**src/rtl/page_reg_loader_pkg.sv**
```systemverilog
// Shared types and constants for the page-register loader.
// Holds the FSM state enum, lane/byte sizing and the lane-mask type.
package page_loader_pkg;

    localparam int LANES  = 4;
    localparam int BYTE_W = 8;
    localparam int WORD_W = LANES * BYTE_W;

    typedef logic [LANES-1:0] lane_mask_t;

    typedef enum logic {
        IDLE  = 1'b0,
        WRITE = 1'b1
    } state_t;

endpackage

```
**src/rtl/page_reg_loader_if.sv**
```systemverilog
// Upstream word handshake plus page-register bank write bus.
// slave: loader side; master: upstream/bank side. in_be needs PAGE_LOADER_SKIP_EN.
interface page_reg_loader_if #(
    parameter int ENTRY_W = 3
);
    import page_loader_pkg::*;

    logic               in_valid;
    logic               in_ready;
    logic [WORD_W-1:0]  in_data;
    logic [ENTRY_W-1:0] in_entry;
`ifdef PAGE_LOADER_SKIP_EN
    lane_mask_t         in_be;
`endif
    logic [BYTE_W-1:0]  out_data;
    lane_mask_t         out_lane_en;
    logic [ENTRY_W-1:0] out_entry;
    logic               busy;
    logic               done;

`ifdef PAGE_LOADER_SKIP_EN
    modport slave (
        input  in_valid, in_data, in_entry, in_be,
        output in_ready, out_data, out_lane_en, out_entry, busy, done
    );
    modport master (
        output in_valid, in_data, in_entry, in_be,
        input  in_ready, out_data, out_lane_en, out_entry, busy, done
    );
`else
    modport slave (
        input  in_valid, in_data, in_entry,
        output in_ready, out_data, out_lane_en, out_entry, busy, done
    );
    modport master (
        output in_valid, in_data, in_entry,
        input  in_ready, out_data, out_lane_en, out_entry, busy, done
    );
`endif

endinterface

```
**src/rtl/page_reg_loader_lane_pick.sv**
```systemverilog
// Combinational lowest-set-bit lane picker.
// i_mask: pending lanes; o_idx/o_en: chosen lane; o_last: no lane left after it.
module page_lane_pick
    import page_loader_pkg::*;
(
    input  lane_mask_t i_mask,
    output logic [1:0] o_idx,
    output lane_mask_t o_en,
    output logic       o_last
);

    always_comb begin
        o_idx = 2'd0;
        o_en  = '0;
        // Walk high to low so the lowest set bit wins.
        for (int k = LANES - 1; k >= 0; k--) begin
            if (i_mask[k]) begin
                o_idx = 2'(k);
                o_en  = lane_mask_t'(1) << k;
            end
        end
        // An empty mask counts as last so a zero-lane word still completes.
        o_last = (i_mask & ~o_en) == '0;
    end

endmodule

```
**src/rtl/page_reg_loader.sv**
```systemverilog
// Serializes 32-bit words into four byte lanes, one lane write per cycle.
// Ports: clk, reset (async, active-high), bus (page_reg_loader_if.slave).
// Macro PAGE_LOADER_SKIP_EN adds in_be so only masked lanes are written.
module page_reg_loader
    import page_loader_pkg::*;
#(
    parameter int LANES   = 4,
    parameter int ENTRY_W = 3
) (
    input  logic             clk,
    input  logic             reset,
    page_reg_loader_if.slave bus
);

    if (LANES != 4) begin : g_lanes_chk
        $error("page_reg_loader: LANES must be 4");
    end

    state_t             r_state;
    state_t             w_state_nxt;
    logic [WORD_W-1:0]  r_data;
    logic [ENTRY_W-1:0] r_entry;
    lane_mask_t         r_pend;
    logic [BYTE_W-1:0]  r_out_data;
    lane_mask_t         r_lane_en;
    logic [ENTRY_W-1:0] r_out_entry;
    logic               r_done;

    lane_mask_t         w_pend_nxt;
    logic [BYTE_W-1:0]  w_out_data_nxt;
    lane_mask_t         w_lane_en_nxt;
    logic [ENTRY_W-1:0] w_out_entry_nxt;
    logic               w_done_nxt;

    logic               w_ready;
    logic               w_accept;
    logic               w_issue;
    lane_mask_t         w_mask;
    lane_mask_t         w_src_mask;
    logic [WORD_W-1:0]  w_src_data;
    logic [ENTRY_W-1:0] w_src_entry;
    logic [1:0]         w_idx;
    lane_mask_t         w_en;
    logic               w_last;

    // r_pend holds lanes still to write after the one on the outputs,
    // so an empty mask in WRITE means the last write is showing now.
    assign w_ready  = !reset && (r_state == IDLE || r_pend == '0);
    assign w_accept = bus.in_valid && w_ready;
    assign w_issue  = w_accept || (r_state == WRITE && r_pend != '0);

    // A freshly accepted word is served straight from the input bus.
    assign w_src_mask  = w_accept ? w_mask       : r_pend;
    assign w_src_data  = w_accept ? bus.in_data  : r_data;
    assign w_src_entry = w_accept ? bus.in_entry : r_entry;

`ifdef PAGE_LOADER_SKIP_EN
    assign w_mask = bus.in_be;

    page_lane_pick u_pick (
        .i_mask (w_src_mask),
        .o_idx  (w_idx),
        .o_en   (w_en),
        .o_last (w_last)
    );
`else
    logic [1:0] r_cnt;
    logic [1:0] w_src_cnt;

    assign w_mask    = '1;
    assign w_src_cnt = w_accept ? 2'd0 : r_cnt;
    assign w_idx     = w_src_cnt;
    assign w_en      = lane_mask_t'(1) << w_src_cnt;
    assign w_last    = w_src_cnt == 2'd3;

    // Wraps 3 -> 0 after the last lane; that value is never consumed.
    always_ff @(posedge clk or posedge reset) begin
        if (reset) begin
            r_cnt <= 2'd0;
        end else if (w_issue) begin
            r_cnt <= w_src_cnt + 2'd1;
        end
    end
`endif

    always_comb begin
        w_state_nxt     = IDLE;
        w_pend_nxt      = '0;
        w_lane_en_nxt   = '0;
        w_done_nxt      = 1'b0;
        w_out_data_nxt  = r_out_data;
        w_out_entry_nxt = r_out_entry;
        if (w_issue) begin
            w_state_nxt     = WRITE;
            w_pend_nxt      = w_src_mask & ~w_en;
            w_lane_en_nxt   = w_en;
            w_done_nxt      = w_last;
            w_out_data_nxt  = w_src_data[BYTE_W*w_idx +: BYTE_W];
            w_out_entry_nxt = w_src_entry;
        end
    end

    always_ff @(posedge clk or posedge reset) begin
        if (reset) begin
            r_state     <= IDLE;
            r_pend      <= '0;
            r_lane_en   <= '0;
            r_done      <= 1'b0;
            r_out_data  <= '0;
            r_out_entry <= '0;
        end else begin
            r_state     <= w_state_nxt;
            r_pend      <= w_pend_nxt;
            r_lane_en   <= w_lane_en_nxt;
            r_done      <= w_done_nxt;
            r_out_data  <= w_out_data_nxt;
            r_out_entry <= w_out_entry_nxt;
        end
    end

    always_ff @(posedge clk or posedge reset) begin
        if (reset) begin
            r_data  <= '0;
            r_entry <= '0;
        end else if (w_accept) begin
            r_data  <= bus.in_data;
            r_entry <= bus.in_entry;
        end
    end

    assign bus.in_ready    = w_ready;
    assign bus.out_data    = r_out_data;
    assign bus.out_lane_en = r_lane_en;
    assign bus.out_entry   = r_out_entry;
    assign bus.busy        = r_state == WRITE;
    assign bus.done        = r_done;

endmodule

```
**src/flat_wrapper.sv**
```systemverilog
// flat-port wrapper written by rule: the top's interface ports become plain ports
module page_reg_loader_flat import page_loader_pkg::*;
#(
    parameter int LANES   = 4,
    parameter int ENTRY_W = 3
)
  (clk, reset, bus_in_valid, bus_in_data, bus_in_entry, bus_in_ready, bus_out_data, bus_out_lane_en, bus_out_entry, bus_busy, bus_done);
  page_reg_loader_if #(.ENTRY_W(ENTRY_W)) bus_i ();
  input  logic clk;
  input  logic reset;
  input wire logic [$bits(bus_i.in_valid)-1:0] bus_in_valid;
  input wire logic [$bits(bus_i.in_data)-1:0] bus_in_data;
  input wire logic [$bits(bus_i.in_entry)-1:0] bus_in_entry;
  output wire logic [$bits(bus_i.in_ready)-1:0] bus_in_ready;
  output wire logic [$bits(bus_i.out_data)-1:0] bus_out_data;
  output wire logic [$bits(bus_i.out_lane_en)-1:0] bus_out_lane_en;
  output wire logic [$bits(bus_i.out_entry)-1:0] bus_out_entry;
  output wire logic [$bits(bus_i.busy)-1:0] bus_busy;
  output wire logic [$bits(bus_i.done)-1:0] bus_done;
  assign bus_i.in_valid = bus_in_valid;
  assign bus_i.in_data = bus_in_data;
  assign bus_i.in_entry = bus_in_entry;
  assign bus_in_ready = bus_i.in_ready;
  assign bus_out_data = bus_i.out_data;
  assign bus_out_lane_en = bus_i.out_lane_en;
  assign bus_out_entry = bus_i.out_entry;
  assign bus_busy = bus_i.busy;
  assign bus_done = bus_i.done;
  page_reg_loader #(.LANES(LANES), .ENTRY_W(ENTRY_W)) u_core (.clk(clk), .reset(reset), .bus(bus_i));
endmodule
```
**config.mk**
```make
export PLATFORM = sky130hd
export DESIGN_NAME = page_reg_loader_flat
export DESIGN_NICKNAME = d
export VERILOG_FILES = /design/src/rtl/page_reg_loader_pkg.sv /design/src/rtl/page_reg_loader_if.sv /design/src/rtl/page_reg_loader_lane_pick.sv /design/src/rtl/page_reg_loader.sv /design/src/flat_wrapper.sv
export SDC_FILE = /design/constraint.sdc
export NUM_CORES = 1
export LEC_CHECK = 0
export CORE_MARGIN = 1.5
export CORE_UTILIZATION = 50
export DETAILED_ROUTE_END_ITERATION = 10
export PLACE_DENSITY = 0.86
export SETUP_SLACK_MARGIN = 0.3
export SYNTH_ARGS = -nofsm -noshare
export SYNTH_HDL_FRONTEND = slang
export SYNTH_SLANG_ARGS = --single-unit
```
**constraint.sdc**
```tcl
create_clock -name clk -period 2.6 [get_ports clk]
set_input_delay 0.52 -clock clk [delete_from_list [all_inputs] [get_ports clk]]
set_output_delay 0.52 -clock clk [all_outputs]
set_load 0.05 [all_outputs]
```
; ---- After elaboration in Yosys (flattened, before gate mapping)
; Cells that the tools add are included.
[word_totals]
reg_bits = 58
in_bits = 38
out_inout_bits = 18
word_cells = 32
[op_classes]
n_addsub = 1
n_eq_ne = 1
n_shift = 2
muxes = 8
bitwise_logic = 3
reduce_logical = 8
[op_table]
columns = cell, n
row1 = 32-bit 2-to-1 mux, 1
row2 = 32-bit by 6-bit indexed part select with 8-bit output, 1
row3 = 4-bit 2-to-1 mux, 3
row4 = 4-bit AND, 1
row5 = 4-bit zero test, 1
row6 = 4-bit inverter, 1
row7 = 4-bit nonzero test, 1
row8 = "1-bit by 2-bit left shift with 4-bit output, first input constant", 1
row9 = 1-bit logical AND, 3
row10 = 3-bit 2-to-1 mux, 1
row11 = "2-bit by 1-bit adder with 2-bit output, second input constant", 1
row12 = "2-bit equality test, second input constant", 1
row13 = 1-bit logical OR, 2
row14 = 1-bit 2-to-1 mux, 2
row15 = 2-bit 2-to-1 mux, 1
row16 = 1-bit zero test, 1
row17 = 1-bit inverter, 1

; ---- Logic depth before layout (Yosys ltp)
; Gate-level depths: netlist of the first run.
[depth]
ltp_word = 9
ltp_mapped = 6
depth_no_buf = 4

; ---- Worst setup path before layout of the first run
; Ideal clock, no wire load.
[synth_path]
path_kind = input -> output
startpoint = input port reset
endpoint = output port bus_in_ready
arrival_time_ns = 2.298
required_ns = 2.080
setup_slack_ns = -0.218
stages = 2
n_path_buf = 0
cell_sequence = inv_1 -> and2_1
[synth_between]
elab_chain_cells = 2
[synth_rtl]
columns = item, line_no
row1 = from (decl), flat_wrapper.sv:10  ; input logic reset;
row2 = 1-bit zero test (no line), n/a
row3 = 1-bit logical AND, page_reg_loader.sv:48  ; assign w_ready = !reset && (r_state == IDLE || r_pend == '0);
row4 = to (decl), flat_wrapper.sv:14  ; output wire logic [$bits(bus_i.in_ready)-1:0] bus_in_ready;
; Every way passes these cells.

; ---- Worst setup path after layout of the first run
[layout_path]
startpoint = register u_core.r_pend[2]
endpoint = output port bus_in_ready
[layout_between]
elab_chain_cells = 3
[layout_rtl]
columns = item, line_no
row1 = from (decl), page_reg_loader.sv:23  ; lane_mask_t r_pend;
row2 = from (signal assigned), page_reg_loader.sv:113  ; r_pend <= w_pend_nxt;
row3 = 4-bit zero test, page_reg_loader.sv:48
row4 = 1-bit logical OR, page_reg_loader.sv:48
row5 = 1-bit logical AND, page_reg_loader.sv:48
; Every way passes these cells.

==> results of run 1 <==
## power groups by stage
stage,clock network (mW),registers (mW),logic [mW]
floorplan,0,1.86,0.952
global placement,0,1.58,1.68
detailed placement,0,1.59,1.74
CTS,0.721,1.58,1.75
global route,0.764,1.64,1.87
finish,0.698,1.59,1.73
## kinds of logic after synthesis
kind of cell	count (synthesis)	synth area share [%]
AOI/OAI and AO/OA	36	10.0
DFF	57	55.4
muxes	44	18.9
buffers and inverters	20	3.89
and+or+nand+nor	67	11.8
## state kept, by name, indices dropped and copies added, names as in the netlist
name                    flops
u_core.bus.out_entry        3
u_core.r_data              32
u_core.r_entry              3
u_core.bus.busy             1
u_core.bus.out_lane_en      3
u_core.bus.done             1
u_core.r_pend               4
u_core.bus.out_data         8
u_core.r_cnt                2
## placed cells by master (no fill, tap or decap), drive strengths merged, types with 9 or more instances in the layout
cell type      instances
nand2                 37
o21ai                  9
mux2                  37
clkbuf                14
clkdlybuf4s50         54
buf                   10
nand3                 10
dfrtp                 57
## worst max-delay path, stage by stage, from the launching register on
cell and delay (ns):
dfrtp_1 0.41, o41ai_4 0.52, and2_4 0.23, buf_4 0.19
## final timing paths
check / startpoint / endpoint / cells past startpoint
max: u_core.r_pend[2] / bus_in_ready / 3
min: u_core.r_data[10] / u_core.r_data[10] / 1
max reg2reg: u_core.r_pend[2] / u_core.r_data[9] / 4
min reg2reg: u_core.r_data[10] / u_core.r_data[10] / 1
max in group asynchronous: reset / u_core.r_data[10] / 3
min in group asynchronous: reset / u_core.r_data[6] / 3
## through the flow
stage                     total power, mW  util [%]  instances  instance area [um2]  setup slack (ns)
after floorplan                      2.81         -        224                 2580             0.321
after global placement               3.27      66.0        337                 3200             0.517
after detailed placement             3.33      66.0        337                 3200             0.472
after CTS                            4.05      69.4        351                 3360             0.366
after global routing                 4.28      69.4        351                 3360             0.315
final                                4.02      69.4        351                 3360             0.392
## per-layer routing
layer / wire length (um) / track usage (%)
met5: 0 / 0
met2: 2630 / 35.7
met1: 2180 / 27.3
met4: 95 / 10.3
met3: 333 / 6.29
## cell type report
class                   instances  share of cell area, %
well taps                      67                   2.49
flip-flops and latches         57                   42.4
multi-input cells             147                   31.3
clock buffers                  14                   4.84
repair buffers                 64                   18.7
inverters                       2                  0.335
==> metrics.yaml, run 1 <==
yosysMostFrequentCell: "dfrtp_1"
critPathMaxFanout: 5
critical_path_class: "flip-flop to output port"
drc_errors: 0
ys_top_cells_by_area: "dfrtp_1, mux2_2, nand2_1"
io_pins: 56
dp_hpwl_um: 3600
num_antenna_cells: 0
tightestPinTransition_ns: 0.685
cp-end-kind: "output port"
seqPwrFrac_pct: 39.5
grt_pass1_vias: 1909
clk_pin_slew_ns: 0.06
drive_above_1_share_pct: 19.7
drt-pass1-iter-count: 4
die_area_mm2: 0.00559
fin_nets: 319
multiInputGateArea_mm2: 0.00105
final_max_slew_viol_count: 0
wl_per_cell_um: 14.9
ff_latch_area_mm2: 0.00143
insertion_delay_ns: 0.33
cts_resized: 0
synth_top_area_share_pct: 55.4
critPathLaunchType: "flip-flop"
syn_to_final_growth_pct: 30.6
cts_buffers: 9
post-cts-setup-buffers: 0
die_height_um: 74.8
swShare_pct: 38.9
ys.flop_type: "dfrtp_1"
clkPwrFrac_pct: 17.4
p_per_area_mw_per_mm2: 1190
synth_edf_count: 0
yosysTopAreaCell: "dfrtp_1"
start_util_pct: 53.1
rsz0062_at_grt: "false"
fin_skew_ns: 0.00484
syn_nets: 262
antenna_found_initial: 0
vias: 1881
die_x_um: 74.8
p_leak_nw: 1.43
gp_congestion: 0.804
grt_max_degree: 58
via_per_inst: 5.36
antenna_left: 0
ys_types: 29
ys_seq_elements: 57
ctsHtreeMaxLevel: 3
p_int_mw: 2.46
relSlewSlack_pct: 54.3
setup_tns_ns: 0
max_freq_mhz: 453
gr-total-overflow: 0
whs_ns: 0.495
irDropWorstVdd_v: 0.000658
drv_cap: 0
outcome: "finished, final reports clean"
rows: 25
arrival_ns: 1.69
drt_iter0_drc: 185
cts_num_sinks: 57
p_switching_mw: 1.56
cts.path.max_buffers: 2
yosys_warnings: 0
grt_first_pass_wirelength_um: 8870
setup_viol: 0
hold_path_class: "flip-flop to flip-flop"
wirelength_um: 5240
yosysSeqAreaShare_pct: 55.4
netlist_top_cells_count: "dfrtp_1, nand2_1, mux2_2, nand3_1"
root_buffer: "clkbuf_8"
period_share_pct: 84.9
synth_cells: 224
n_fill_cell: 354
finalHoldViolCount: 0
cts_tree: "done"
r2r_setup_slack_ns: 0.68
track_usage_pct: 22.0
fin_crit_ns: 2.21
holdBufCountCts: 0
synth_area_per_cell_um2: 11.5
syn_area_mm2: 0.00257
core-area_mm2: 0.00485
portBuffers: 55
combinationalPowerShare_pct: 43.1
async_flop_share_pct: 100
required_ns: 2.08
Power figures use the tool's default switching activity.
==> run 2: changes to the inputs <==
Clock period 2.6 ns to 2.06 ns, I/O delays scaled along.
==> metrics.yaml, run 2 (synthesis results as in run 1) <==
drive_above_1_share_pct: 25.1
num_antenna_cells: 0
max_freq_mhz: 527
cpMaxStageDelayCell: "dfrtp_1"
ctsHtreeMaxLevel: 3
n_fill_cell: 318
root_buffer: "clkbuf_8"
critPathMaxFanout: 2
largest_register_ffs: 32
antenna_left: 0
hold_path_class: "flip-flop to flip-flop"
track_usage_pct: 22.5
placed_cells: 339
via_per_inst: 5.52
min_delay_path_depth: 1
die_area_mm2: 0.00559
p_switching_mw: 2.13
final_max_slew_viol_count: 0
grt_max_degree: 58
p_per_area_mw_per_mm2: 1510
path_cells: "o41ai_4 > and2_4 > buf_6"
finalHoldViolCount: 0
setup_viol: 0
arrival_ns: 1.49
cts.path.max_buffers: 2
relSlewSlack_pct: 53.4
gr-total-overflow: 0
drv_cap: 0
irDropWorstVdd_v: 0.000961
cp-end-kind: "output port"
holdPathEnd: "u_core.r_entry[1]"
clk_pin_slew_ns: 0.06
portBuffers: 55
rr_worst_depth: 6
drt_iter0_drc: 193
p_leak_nw: 1.58
cts_num_sinks: 57
tightestPinTransition_ns: 0.699
fin_crit_ns: 1.90
critPathLaunchType: "flip-flop"
vias: 2000
required_ns: 1.65
final_cells: 362
stdcell_area_mm2: 0.00354
start_util_pct: 53.1
grt_first_pass_wirelength_um: 9140
drt-pass1-iter-count: 4
cts_tree: "done"
fin_nets: 328
io_pins: 56
max_stage_delay_ns: 0.41
layout_commonest_cell: "dfrtp_1"
wl_per_cell_um: 16.7
gp_congestion: 0.763
seqPwrFrac_pct: 37.1
dp_hpwl_um: 3690
mostFrequentLayoutCells: "dfrtp_1, clkdlybuf4s50_1, nand2_1, mux2_2, dlygate4sd2_1"
wirelength_um: 6030
setup_tns_ns: 0
critical_path_class: "flip-flop to output port"
cts_buffers: 9
syn_to_final_growth_pct: 37.5
drc_errors: 0
fin_skew_ns: 0.00881
crit-reg2reg-capture: "u_core.r_entry[0]"
rows: 25
antenna_found_initial: 0
swShare_pct: 39.9
die_x_um: 74.8
insertion_delay_ns: 0.34
whs_ns: 0.496
hp-start: "u_core.r_entry[1]"
utilization_pct: 73.0
die_height_um: 74.8
period_share_pct: 92.1
outcome: "finished, final reports clean"
placed_area_mm2: 0.00323
top_register: "u_core.r_data"
core-area_mm2: 0.00485
p_int_mw: 3.21
grt_pass1_vias: 1970
r2r_setup_slack_ns: 0.28
rsz0062_at_grt: "true"
clkPwrFrac_pct: 17.4
combinationalPowerShare_pct: 45.5
r2r-start: "u_core.r_pend[2]"
## run 2: how the worst max path moves through the flow
| stage | startpoint | depth (start not counted) | endpoint | slack [ns] |
|---|---|---|---|---|
| after detailed placement | bus_in_valid | 6 | u_core.bus.out_data[3] | 0.11 |
| after global routing | u_core.r_pend[2] | 3 | bus_in_ready | 0.11 |
| after CTS | u_core.r_pend[3] | 3 | bus_in_ready | 0.15 |
| after global placement | bus_in_valid | 6 | u_core.bus.out_data[0] | 0.17 |
| final | u_core.r_pend[2] | 3 | bus_in_ready | 0.16 |
| after floorplan | reset | 2 | bus_in_ready | -0.003 |
## run 2: final cells by class
type	instances	area (um2)	area share, %
flip-flops and latches	57	1430	40.3
multi-input cells	147	1080	30.5
repair buffers	73	766	21.6
clock buffers	13	159	4.49
well taps	67	83.8	2.37
clock inverters	3	15.0	0.424
inverters	2	11.3	0.318
## run 2: metal layers
metal / share of wire [%] / up-vias / wire (um) / track usage (%)
met5: 0 / - / 0 / 0
met4: 1.6 / 0 / 97 / 9.70
met3: 5.7 / 10 / 343 / 5.76
met2: 50 / 91 / 3020 / 36.6
met1: 43 / 975 / 2570 / 28.7
li1: - / 924 / - / -
## run 2: power groups by stage
stage                     Combinational (mW)  Clock, mW  Sequential [mW]
after floorplan                         1.20          0             2.34
after global placement                  2.21          0             1.97
after detailed placement                2.28          0             1.99
after CTS                               2.22      0.934             1.97
after global routing                    2.59      0.994             2.04
final                                   2.43      0.930             1.98
## run 2: what timing repair did
item	4_1_cts	5_1_grt
pin swaps	1	1
endpoints found under the setup margin	19	6
cloned	0	3
hold buffers	0	0
resized for setup	17	10
buffers inserted	1	3
hold endpoints to repair	0	0
## run 2: worst max-delay path, delay by kind of cell (launching register included)
kind	cells	cell delay (ns)
AOI/OAI and AO/OA	1	0.39
buffers and inverters	1	0.15
and+or+nand+nor	1	0.20
DFF	1	0.41
## run 2: stage by stage
stage | power, mW | worst slack [ns]
after floorplan | 3.54 | -0.00294
after global placement | 4.18 | 0.174
after detailed placement | 4.27 | 0.105
after CTS | 5.12 | 0.146
after global routing | 5.63 | 0.112
final | 5.34 | 0.163
==> run 3: changes to the inputs <==
Settings changed: PLACE_DENSITY 0.86 to 0.78.
==> metrics.yaml, run 3 (synthesis results as in run 1) <==
outcome: "finished, final reports clean"
antenna_left: 0
fin_crit_ns: 1.90
via_per_inst: 5.40
placed_cells: 340
grt_pass1_vias: 1810
core-area_mm2: 0.00485
setup_slack_ns: 0.160
critPathMaxFanout: 2
mostFrequentLayoutCells: "dfrtp_1, clkdlybuf4s50_1, nand2_1, mux2_2, dlygate4sd2_1"
layout_commonest_cell: "dfrtp_1"
gr-total-overflow: 0
final_max_slew_viol_count: 0
vias: 1927
whs_ns: 0.501
drt-pass1-iter-count: 4
required_ns: 1.65
largest_register_ffs: 32
finalHoldViolCount: 0
die_area_mm2: 0.00559
antenna_found_initial: 0
wirelength_um: 5690
critical_path_class: "flip-flop to output port"
wl_per_cell_um: 15.9
drv_cap: 0
multiInputGateArea_mm2: 0.00106
insertion_delay_ns: 0.33
cts_buffers: 9
drc_errors: 0
placed_area_mm2: 0.00322
p_leak_nw: 1.53
portBuffers: 55
cts.path.max_buffers: 2
drive_above_1_share_pct: 22.4
setup_viol: 0
path_cells: "o41ai_4 > and2_4 > buf_6"
tightestPinTransition_ns: 0.699
period_share_pct: 92.2
start_util_pct: 53.1
finalPower_mw: 5.13
arrival_ns: 1.49
cts_num_sinks: 57
drt_iter0_drc: 199
rows: 25
grt_first_pass_wirelength_um: 8670
cp-end-kind: "output port"
relSlewSlack_pct: 53.4
grt_max_degree: 58
max_freq_mhz: 526
n_fill_cell: 358
dp_hpwl_um: 3730
irDropWorstVdd_v: 0.000727
cts_tree: "done"
gp_congestion: 0.736
root_buffer: "clkbuf_8"
stdcell_area_mm2: 0.00345
place_ws_ns: 0.138
track_usage_pct: 21.3
top_register: "u_core.r_data"
syn_to_final_growth_pct: 33.9
hold_path_class: "flip-flop to flip-flop"
cpMaxStageDelayCell: "dfrtp_1"
fin_skew_ns: 0.00665
die_x_um: 74.8
critPathLaunchType: "flip-flop"
final_cells: 357
io_pins: 56
ctsHtreeMaxLevel: 3
rsz0062_at_grt: "true"
clk_pin_slew_ns: 0.06
die_height_um: 74.8
fin_nets: 327
max_stage_delay_ns: 0.41
p_per_area_mw_per_mm2: 1490
num_antenna_cells: 0
ff_latch_area_mm2: 0.00143
==> run 3: path summary, 6_finish.rpt <==
| path | cells past startpoint | slack (ns) | startpoint | end |
|---|---|---|---|---|
| worst max-delay path | 3 | 0.16 | u_core.r_pend[2] | bus_in_ready |
| worst min-delay path | 1 | 0.50 | u_core.r_entry[0] | u_core.r_entry[0] |
| worst max register to register | 6 | 0.31 | u_core.r_pend[2] | u_core.r_cnt[0] |
| worst min register to register | 1 | 0.50 | u_core.r_entry[0] | u_core.r_entry[0] |
| max in group asynchronous | 3 | 0.84 | reset | u_core.r_data[3] |
| min in group asynchronous | 3 | 0.75 | reset | u_core.r_entry[1] |
==> run 3: cell type report <==
| type | count | share of cell area, % |
|---|---|---|
| flip-flops and latches | 57 | 41.4 |
| multi-input cells | 147 | 30.6 |
| repair buffers | 72 | 20.7 |
| clock buffers | 11 | 4.39 |
| well taps | 67 | 2.43 |
| inverters | 2 | 0.327 |
| clock inverters | 1 | 0.145 |
==> run 3: per-stage QoR <==
stage,utilization (%),setup TNS (ns)
floorplan,-,-0.00294
global placement,66.5,0
detailed placement,66.5,0
finish,71.1,0
global route,71.1,0
CTS,69.4,0
==> run 3: critical path, delay by kind of cell (launching register included) <==
family,cells,cell delay (ns)
compound gates,1,0.41
buf+inv,1,0.15
flops,1,0.41
simple gates,1,0.20
==> run 3: layer usage <==
metal,GRT usage [%],up-vias,wire [um]
li1,-,915,-
met1,26.8,948,2470
met2,35.2,54,2900
met3,4.95,10,225
met4,9.70,0,93
met5,0,-,0
==> run 3: what timing repair did <==
action                                 in CTS  in global routing
gates cloned                                0                  2
hold buffers                                0                  0
setup buffers                               1                  2
setup endpoints to repair                  18                  8
resized for setup                          17                  4
endpoints found under the hold margin       0                  0
pin swaps                                   1                  1
==> run 3: power breakdown <==
group | switching (mW) | internal (mW) | total, mW
sequential | 0.325 | 1.62 | 1.94
clock | 0.394 | 0.472 | 0.866
combinational | 1.31 | 1.01 | 2.32
